`src/rtl/ysyx_24080014_lsu_pkg.sv`:
```
// ysyx_24080014_lsu_pkg: LSU state encoding, RV32 load/store funct3 codes and alignment check
package ysyx_24080014_lsu_pkg;
    typedef enum logic [1:0] {S_IDLE, S_REQ, S_WAIT, S_RESP} state_t;
    localparam logic [2:0] F3_LB  = 3'b000;
    localparam logic [2:0] F3_LH  = 3'b001;
    localparam logic [2:0] F3_LW  = 3'b010;
    localparam logic [2:0] F3_LBU = 3'b100;
    localparam logic [2:0] F3_LHU = 3'b101;
    localparam logic [2:0] F3_SB  = 3'b000;
    localparam logic [2:0] F3_SH  = 3'b001;
    localparam logic [2:0] F3_SW  = 3'b010;
    function automatic logic misaligned(input logic [2:0] f3, input logic [1:0] off);
        return (f3[1:0] == 2'b01) ? off[0] : (f3[1:0] == 2'b10) ? (off != 2'b00) : 1'b0;
    endfunction
endpackage

```
`src/rtl/ysyx_24080014_lsu_ctrl_if.sv`:
```
// ysyx_24080014_lsu_ctrl_if: EXU request, memory access and WBU result channels of the LSU
interface ysyx_24080014_lsu_ctrl_if;
    logic        in_valid;
    logic        in_ready;
    logic        in_is_load;
    logic        in_is_store;
    logic [2:0]  in_funct3;
    logic [31:0] in_addr;
    logic [31:0] in_wdata;
    logic [4:0]  in_rd;
    logic        mem_ren;
    logic        mem_wen;
    logic [31:0] mem_raddr;
    logic [31:0] mem_waddr;
    logic [31:0] mem_wdata;
    logic [7:0]  mem_wmask;
    logic        mem_ready;
    logic [31:0] mem_rdata;
    logic        out_valid;
    logic        out_ready;
    logic [31:0] out_rdata;
    logic [4:0]  out_rd;
    logic        out_wen_rf;
    logic        out_misalign;
    logic        out_err;
    modport slave (
        input  in_valid, in_is_load, in_is_store, in_funct3, in_addr, in_wdata, in_rd,
        input  mem_ready, mem_rdata, out_ready,
        output in_ready, mem_ren, mem_wen, mem_raddr, mem_waddr, mem_wdata, mem_wmask,
        output out_valid, out_rdata, out_rd, out_wen_rf, out_misalign, out_err
    );
    modport master (
        output in_valid, in_is_load, in_is_store, in_funct3, in_addr, in_wdata, in_rd,
        output mem_ready, mem_rdata, out_ready,
        input  in_ready, mem_ren, mem_wen, mem_raddr, mem_waddr, mem_wdata, mem_wmask,
        input  out_valid, out_rdata, out_rd, out_wen_rf, out_misalign, out_err
    );
endinterface

```
`src/rtl/ysyx_24080014_lsu_align.sv`:
```
// ysyx_24080014_lsu_align: byte-lane mask/data shifting, load extraction and misalign detection
module ysyx_24080014_lsu_align
    import ysyx_24080014_lsu_pkg::*;
(
    input  logic [2:0]  i_funct3,
    input  logic [1:0]  i_off,
    input  logic [31:0] i_wdata,
    input  logic [31:0] i_rdata,
    output logic [7:0]  o_wmask,
    output logic [31:0] o_wdata,
    output logic [31:0] o_rdata,
    output logic        o_misalign
);
    logic [3:0]  w_base;
    logic [31:0] w_sh;
    assign w_base = (i_funct3 == F3_SB) ? 4'b0001 : (i_funct3 == F3_SH) ? 4'b0011 : 4'b1111;
    assign o_wmask = {4'b0000, w_base << i_off};
    assign o_wdata = i_wdata << {i_off, 3'b000};
    assign w_sh = i_rdata >> {i_off, 3'b000};
    assign o_rdata = (i_funct3 == F3_LB)  ? {{24{w_sh[7]}}, w_sh[7:0]} :
                     (i_funct3 == F3_LH)  ? {{16{w_sh[15]}}, w_sh[15:0]} :
                     (i_funct3 == F3_LBU) ? {24'd0, w_sh[7:0]} :
                     (i_funct3 == F3_LHU) ? {16'd0, w_sh[15:0]} : w_sh;
    assign o_misalign = misaligned(i_funct3, i_off);
endmodule

```
`src/rtl/ysyx_24080014_lsu_ctrl.sv`:
```
// ysyx_24080014_lsu_ctrl: load/store control FSM between EXU and the memory access unit
module ysyx_24080014_lsu_ctrl
    import ysyx_24080014_lsu_pkg::*;
#(
    parameter int STORE_LAT = 2,
    parameter int TIMEOUT   = 255
) (
    input logic clk,
    input logic rst,
    ysyx_24080014_lsu_ctrl_if.slave lsu
);
    localparam logic [7:0] L_ST = 8'(STORE_LAT - 1);
    localparam logic [7:0] L_TO = 8'(TIMEOUT);
    state_t      r_state, w_next;
    logic [31:0] r_addr, r_wdata, r_rdata;
    logic [2:0]  r_f3;
    logic [4:0]  r_rd;
    logic [7:0]  r_cnt;
    logic        r_load, r_store, r_mis, r_err;
    logic [2:0]  w_f3;
    logic [1:0]  w_off;
    logic [7:0]  w_wmask;
    logic [31:0] w_wdata, w_ext;
    logic        w_mis, w_legal, w_ok, w_busy, w_done, w_tmo;
    // In IDLE the aligner looks at the incoming request so misalignment is known at accept time
    assign w_f3  = (r_state == S_IDLE) ? lsu.in_funct3 : r_f3;
    assign w_off = (r_state == S_IDLE) ? lsu.in_addr[1:0] : r_addr[1:0];
    ysyx_24080014_lsu_align u_align (
        .i_funct3   (w_f3),
        .i_off      (w_off),
        .i_wdata    (r_wdata),
        .i_rdata    (lsu.mem_rdata),
        .o_wmask    (w_wmask),
        .o_wdata    (w_wdata),
        .o_rdata    (w_ext),
        .o_misalign (w_mis)
    );
    assign w_legal = (lsu.in_is_load && !lsu.in_is_store &&
                      (lsu.in_funct3 == F3_LB || lsu.in_funct3 == F3_LH || lsu.in_funct3 == F3_LW ||
                       lsu.in_funct3 == F3_LBU || lsu.in_funct3 == F3_LHU)) ||
                     (lsu.in_is_store && !lsu.in_is_load &&
                      (lsu.in_funct3 == F3_SB || lsu.in_funct3 == F3_SH || lsu.in_funct3 == F3_SW));
    assign w_ok   = w_legal && !w_mis;
    assign w_busy = (r_state == S_REQ) || (r_state == S_WAIT);
    assign w_done = lsu.mem_ready || (r_store && r_cnt == L_ST);
    assign w_tmo  = !w_done && r_cnt == L_TO;
    always_comb begin
        w_next = r_state;
        case (r_state)
            S_IDLE:  w_next = lsu.in_valid ? (w_ok ? S_REQ : S_RESP) : S_IDLE;
            S_REQ:   w_next = S_WAIT;
            S_WAIT:  w_next = (w_done || w_tmo) ? S_RESP : S_WAIT;
            S_RESP:  w_next = lsu.out_ready ? S_IDLE : S_RESP;
            default: w_next = S_IDLE;
        endcase
    end
    always_ff @(posedge clk) begin
        if (rst) begin
            r_state <= S_IDLE;
            r_addr  <= '0;
            r_wdata <= '0;
            r_rdata <= '0;
            r_f3    <= '0;
            r_rd    <= '0;
            r_cnt   <= '0;
            r_load  <= 1'b0;
            r_store <= 1'b0;
            r_mis   <= 1'b0;
            r_err   <= 1'b0;
        end else begin
            r_state <= w_next;
            if (r_state == S_IDLE && lsu.in_valid) begin
                r_addr  <= lsu.in_addr;
                r_wdata <= lsu.in_wdata;
                r_f3    <= lsu.in_funct3;
                r_rd    <= lsu.in_rd;
                r_load  <= lsu.in_is_load && !lsu.in_is_store;
                r_store <= lsu.in_is_store && !lsu.in_is_load;
                r_mis   <= w_legal && w_mis;
                r_err   <= !w_legal;
                r_rdata <= '0;
            end
            if (r_state == S_REQ) r_cnt <= '0;
            if (r_state == S_WAIT) begin
                r_cnt <= r_cnt + 8'd1;
                if (lsu.mem_ready && r_load) r_rdata <= w_ext;
                if (w_tmo) r_err <= 1'b1;
            end
        end
    end
    assign lsu.in_ready     = (r_state == S_IDLE);
    assign lsu.mem_ren      = (r_state == S_REQ) && r_load;
    assign lsu.mem_wen      = (r_state == S_REQ) && r_store;
    assign lsu.mem_raddr    = (w_busy && r_load) ? {r_addr[31:2], 2'b00} : 32'd0;
    assign lsu.mem_waddr    = (w_busy && r_store) ? {r_addr[31:2], 2'b00} : 32'd0;
    assign lsu.mem_wdata    = (w_busy && r_store) ? w_wdata : 32'd0;
    assign lsu.mem_wmask    = (w_busy && r_store) ? w_wmask : 8'd0;
    assign lsu.out_valid    = (r_state == S_RESP);
    assign lsu.out_rdata    = (r_state == S_RESP) ? r_rdata : 32'd0;
    assign lsu.out_rd       = (r_state == S_RESP && r_load) ? r_rd : 5'd0;
    assign lsu.out_wen_rf   = (r_state == S_RESP) && r_load && !r_mis && !r_err;
    assign lsu.out_misalign = (r_state == S_RESP) && r_mis;
    assign lsu.out_err      = (r_state == S_RESP) && r_err;
endmodule

```
`src/flat_wrapper.sv`:
```
// flat-port wrapper written by rule: the top's interface ports become plain ports
module ysyx_24080014_lsu_ctrl_flat import ysyx_24080014_lsu_pkg::*;
#(
    parameter int STORE_LAT = 2,
    parameter int TIMEOUT   = 255
)
  (clk, rst, lsu_in_valid, lsu_in_is_load, lsu_in_is_store, lsu_in_funct3, lsu_in_addr, lsu_in_wdata, lsu_in_rd, lsu_mem_ready, lsu_mem_rdata, lsu_out_ready, lsu_in_ready, lsu_mem_ren, lsu_mem_wen, lsu_mem_raddr, lsu_mem_waddr, lsu_mem_wdata, lsu_mem_wmask, lsu_out_valid, lsu_out_rdata, lsu_out_rd, lsu_out_wen_rf, lsu_out_misalign, lsu_out_err);
  ysyx_24080014_lsu_ctrl_if lsu_i ();
  input logic clk;
  input logic rst;
  input wire logic [$bits(lsu_i.in_valid)-1:0] lsu_in_valid;
  input wire logic [$bits(lsu_i.in_is_load)-1:0] lsu_in_is_load;
  input wire logic [$bits(lsu_i.in_is_store)-1:0] lsu_in_is_store;
  input wire logic [$bits(lsu_i.in_funct3)-1:0] lsu_in_funct3;
  input wire logic [$bits(lsu_i.in_addr)-1:0] lsu_in_addr;
  input wire logic [$bits(lsu_i.in_wdata)-1:0] lsu_in_wdata;
  input wire logic [$bits(lsu_i.in_rd)-1:0] lsu_in_rd;
  input wire logic [$bits(lsu_i.mem_ready)-1:0] lsu_mem_ready;
  input wire logic [$bits(lsu_i.mem_rdata)-1:0] lsu_mem_rdata;
  input wire logic [$bits(lsu_i.out_ready)-1:0] lsu_out_ready;
  output wire logic [$bits(lsu_i.in_ready)-1:0] lsu_in_ready;
  output wire logic [$bits(lsu_i.mem_ren)-1:0] lsu_mem_ren;
  output wire logic [$bits(lsu_i.mem_wen)-1:0] lsu_mem_wen;
  output wire logic [$bits(lsu_i.mem_raddr)-1:0] lsu_mem_raddr;
  output wire logic [$bits(lsu_i.mem_waddr)-1:0] lsu_mem_waddr;
  output wire logic [$bits(lsu_i.mem_wdata)-1:0] lsu_mem_wdata;
  output wire logic [$bits(lsu_i.mem_wmask)-1:0] lsu_mem_wmask;
  output wire logic [$bits(lsu_i.out_valid)-1:0] lsu_out_valid;
  output wire logic [$bits(lsu_i.out_rdata)-1:0] lsu_out_rdata;
  output wire logic [$bits(lsu_i.out_rd)-1:0] lsu_out_rd;
  output wire logic [$bits(lsu_i.out_wen_rf)-1:0] lsu_out_wen_rf;
  output wire logic [$bits(lsu_i.out_misalign)-1:0] lsu_out_misalign;
  output wire logic [$bits(lsu_i.out_err)-1:0] lsu_out_err;
  assign lsu_i.in_valid = lsu_in_valid;
  assign lsu_i.in_is_load = lsu_in_is_load;
  assign lsu_i.in_is_store = lsu_in_is_store;
  assign lsu_i.in_funct3 = lsu_in_funct3;
  assign lsu_i.in_addr = lsu_in_addr;
  assign lsu_i.in_wdata = lsu_in_wdata;
  assign lsu_i.in_rd = lsu_in_rd;
  assign lsu_i.mem_ready = lsu_mem_ready;
  assign lsu_i.mem_rdata = lsu_mem_rdata;
  assign lsu_i.out_ready = lsu_out_ready;
  assign lsu_in_ready = lsu_i.in_ready;
  assign lsu_mem_ren = lsu_i.mem_ren;
  assign lsu_mem_wen = lsu_i.mem_wen;
  assign lsu_mem_raddr = lsu_i.mem_raddr;
  assign lsu_mem_waddr = lsu_i.mem_waddr;
  assign lsu_mem_wdata = lsu_i.mem_wdata;
  assign lsu_mem_wmask = lsu_i.mem_wmask;
  assign lsu_out_valid = lsu_i.out_valid;
  assign lsu_out_rdata = lsu_i.out_rdata;
  assign lsu_out_rd = lsu_i.out_rd;
  assign lsu_out_wen_rf = lsu_i.out_wen_rf;
  assign lsu_out_misalign = lsu_i.out_misalign;
  assign lsu_out_err = lsu_i.out_err;
  ysyx_24080014_lsu_ctrl #(.STORE_LAT(STORE_LAT), .TIMEOUT(TIMEOUT)) u_core (.clk(clk), .rst(rst), .lsu(lsu_i));
endmodule
```
`config.mk`:
```
export PLATFORM = sky130hd
export DESIGN_NAME = ysyx_24080014_lsu_ctrl_flat
export DESIGN_NICKNAME = d
export VERILOG_FILES = /design/src/rtl/ysyx_24080014_lsu_pkg.sv /design/src/rtl/ysyx_24080014_lsu_ctrl_if.sv /design/src/rtl/ysyx_24080014_lsu_align.sv /design/src/rtl/ysyx_24080014_lsu_ctrl.sv /design/src/flat_wrapper.sv
export SDC_FILE = /design/constraint.sdc
export NUM_CORES = 1
export LEC_CHECK = 0
export CORE_UTILIZATION = 44
export CTS_CLUSTER_DIAMETER = 80
export DETAILED_ROUTE_END_ITERATION = 8
export PLACE_DENSITY = 0.81
export SYNTH_ARGS = -nofsm -noshare
export SYNTH_HDL_FRONTEND = slang
export SYNTH_SLANG_ARGS = --single-unit
```
`constraint.sdc`:
```
create_clock -name clk -period 3.26 [get_ports clk]
set_clock_uncertainty 0.1 [all_clocks]
set_input_delay 0.652 -clock clk [delete_from_list [all_inputs] [get_ports clk]]
set_output_delay 0.652 -clock clk [all_outputs]
set_load 0.1 [all_outputs]
```
==> flow_summary_export.csv <==
group,metric,value,unit
outcome,status,"finished clean",
sta,finalHoldViolCount,0,
setup_path,crit_chain,"inv_1 -> ha_4 -> mux2_2 -> buf_12 -> a211oi_1 -> a211oi_4 -> buf_12",
yosys,ys_types,54,
yosys,ys_seq_area_share,36.4,%
setup_path,slowest_stage,"a211oi_1",
yosys,yosysTopAreaCellShare,36.4,%
sta,setup_viol,0,
sta,rsz0062_at_grt,"no",
cts,cts_tree,"done",
floorplanning,start_util,44.9,%
setup_path,slowest_delay,430,ps
yosys,synthesis.area,0.00650,mm2
setup_path,worst_ep_required_time,2510,ps
power,max-vdd-ir-drop,0.384,mV
placement,post_dp_cell_area,0.0101,mm2
power,powerDensity,459,mW/mm2
sta,slew_headroom,24.1,%
routing,dr.pass1.iters,5,
setup_path,critPathMaxFanout,30,
layout,finish.instance_area,0.0107,mm2
grt,grt_pass1_vias,6395,
routing,antenna_left,0,
cts,cts_root_buf,"clkbuf_16",
grt,grt_max_degree,75,
layout,antennaDiodeCount,0,
floorplanning,ioPinCount,259,
cts,cts.sinks,118,
grt,overflow,0,
yosys,ys_warn_count,0,
yosys,synth_common_cells,"nand2_1 (230), dfxtp_1 (118), a21oi_1 (113)",
cts,cts_max_level,4,
job,maxCapViolations,0,
floorplanning,die-area,0.0153,mm2
yosys,synth_top_area_cell,"dfxtp_1",
cts,path_clk_slew,60,ps
setup_path,cp_common_cell,"buf_12",
floorplanning,rows,44,
setup_path,path_buf_inv,3,
yosys,postSynthAreaPerCell,7.39,um2
sta,worst_slew_pin_slew,1130,ps
layout,n_fill_cell,1058,
yosys,synth_cells,879,
cts,cts_buffers,17,
cts,clock_latency,410,ps
routing,vias,7167,
setup_path,critPathArrivalTime,2360,ps
sta,finalHoldWorstSlack,345,ps
floorplanning,die_w,124,um
yosys,ys_top_cells_by_area,"dfxtp_1 (36%), nand2_1 (13%), a21oi_1 (8.7%)",
sta,setup_tns,0,ps
placement,dp_cells,1270,
placement,gp_congestion,0.912,
floorplanning,coreArea,0.0145,mm2
layout,syn_to_final_growth,65.3,%
layout,drive_gt1_share,24.3,%
layout,final_cells,1305,
setup_path,startpoint_type,"register",
grt,track_usage,28.8,%
sta,slew_viol_final,0,
sta,min_period,3110,ps
floorplanning,die_h,124,um
cts,cts_hold_buf,0,
yosys,ys.flop_type,"dfxtp_1",
routing,drc,0,
setup_path,cp-end-kind,"output port",
sta,fmax,321,MHz
routing,drt-total-wl,22300,um
grt,antenna_found_initial,1,
sta,period_share,95.5,%
power,p_leak,4.43,nW
yosys,synth-seq-cells,118,
routing,vias_per_cell,5.49,
cts,clockBufferDepth,2,
grt,grt_pass1_wl,33400,um
routing,routedWlPerCell,17.1,um
placement,post-dp-hpwl,15700,um
setup_path,path_class,"reg -> out",
layout,layout.nets,1225,
yosys,synth.most_common_cell,"nand2_1",
routing,drt_iter0_drc,543,
setup_path,cpLargestDelayFamily,"compound AO/OA/AOI/OAI gates",
yosys,synth-async-reset-ratio,0,%
placement,port_buffers,250,
hold_path,holdCritPathClass,"reg -> reg",
yosys,synth_edf_count,0,
==> power by group <==
group / internal, mW / switching [mW] / total, mW
sequential: 1.53 / 0.0795 / 1.61
clock: 1.24 / 0.686 / 1.93
combinational: 0.507 / 0.877 / 1.38
total: 3.28 / 1.64 / 4.92
==> worst min-delay path: stages (launching register included) <==
cell and delay, ps:
dfxtp_1 320, nand2_1 60, o21ai_2 40
==> flip-flops by register name, summed over array words and instances (netlist names) <==
signal,cells
u_core.r_rd,5
u_core.r_err,1
u_core.r_cnt,8
u_core.r_f3,3
u_core.r_mis,1
u_core.r_state,2
u_core.r_rdata,32
u_core.r_load,1
u_core.r_wdata,32
u_core.r_store,1
u_core.r_addr,32
==> layout by cell type (no fill, tap or decap), types with 10 or more instances in the layout <==
cell type and count:
mux2i_1 16, a22oi_1 18, o21ai_2 10, buf_4 94, and2_1 37, clkbuf_16 17, nand3_1 16, dfxtp_1 118
nor2_1 30, a21oi_1 104, nand2_1 228, clkdlybuf4s50_1 109, and3_1 74, buf_12 81
==> metrics by stage <==
step           total power, mW  util (%)  setup slack (ps)
5_1_grt                   5.12      74.1              19.4
2_1_floorplan             2.57         -             -80.4
3_5_place_dp              2.99      69.7               120
6_report                  4.92      74.1               147
3_3_place_gp              2.96      69.7               122
4_1_cts                   4.93      74.1              5.76
==> area by class of cell <==
type                    count  area, um2  area share, %
flip-flops and latches    118       2360           22.0
well taps                 184        230           2.14
multi-input cells         682       4100           38.2
inverters                   5       18.8          0.175
clock buffers              21        460           4.29
repair buffers            284       3420           31.8
clock inverters            11        148           1.38
==> worst paths after layout <==
check,startpoint,endpoint,slack (ps),cells after the start
worst min-delay path,u_core.r_rdata[26]$_SDFF_PP0_,u_core.r_rdata[26]$_SDFF_PP0_,340,2
worst max register to register,u_core.r_state[0]$_SDFF_PP0_,u_core.r_rdata[21]$_SDFF_PP0_,590,9
worst min register to register,u_core.r_rdata[26]$_SDFF_PP0_,u_core.r_rdata[26]$_SDFF_PP0_,340,2
worst max-delay path,u_core.r_state[0]$_SDFF_PP0_,lsu_mem_wdata[26],150,7
==> per-layer routing <==
layer	vias up	track usage [%]	wire [um]
li1	3455	-	-
met2	322	48.2	10900
met1	3346	34.0	8750
met4	0	12.0	612
met5	-	0	0
met3	44	8.72	2010
==> kinds of logic after synthesis <==
family	Yosys count	synth area share, %
AO/OA/AOI/OAI	206	20.2
XOR/XNOR	4	0.539
adder cells (fa/ha/maj)	6	1.16
buffers and inverters	86	6.30
flip-flops	118	36.4
multiplexers	23	3.87
other	1	0.0577
AND/OR/NAND/NOR	435	31.5
==> repair_timing <==
action / CTS / global route
pin swaps: 1 / 0
resized for setup: 2 / 1
setup endpoints to repair: 18 / 15
buffers inserted: 3 / 0
Power figures use the tool's default switching activity.
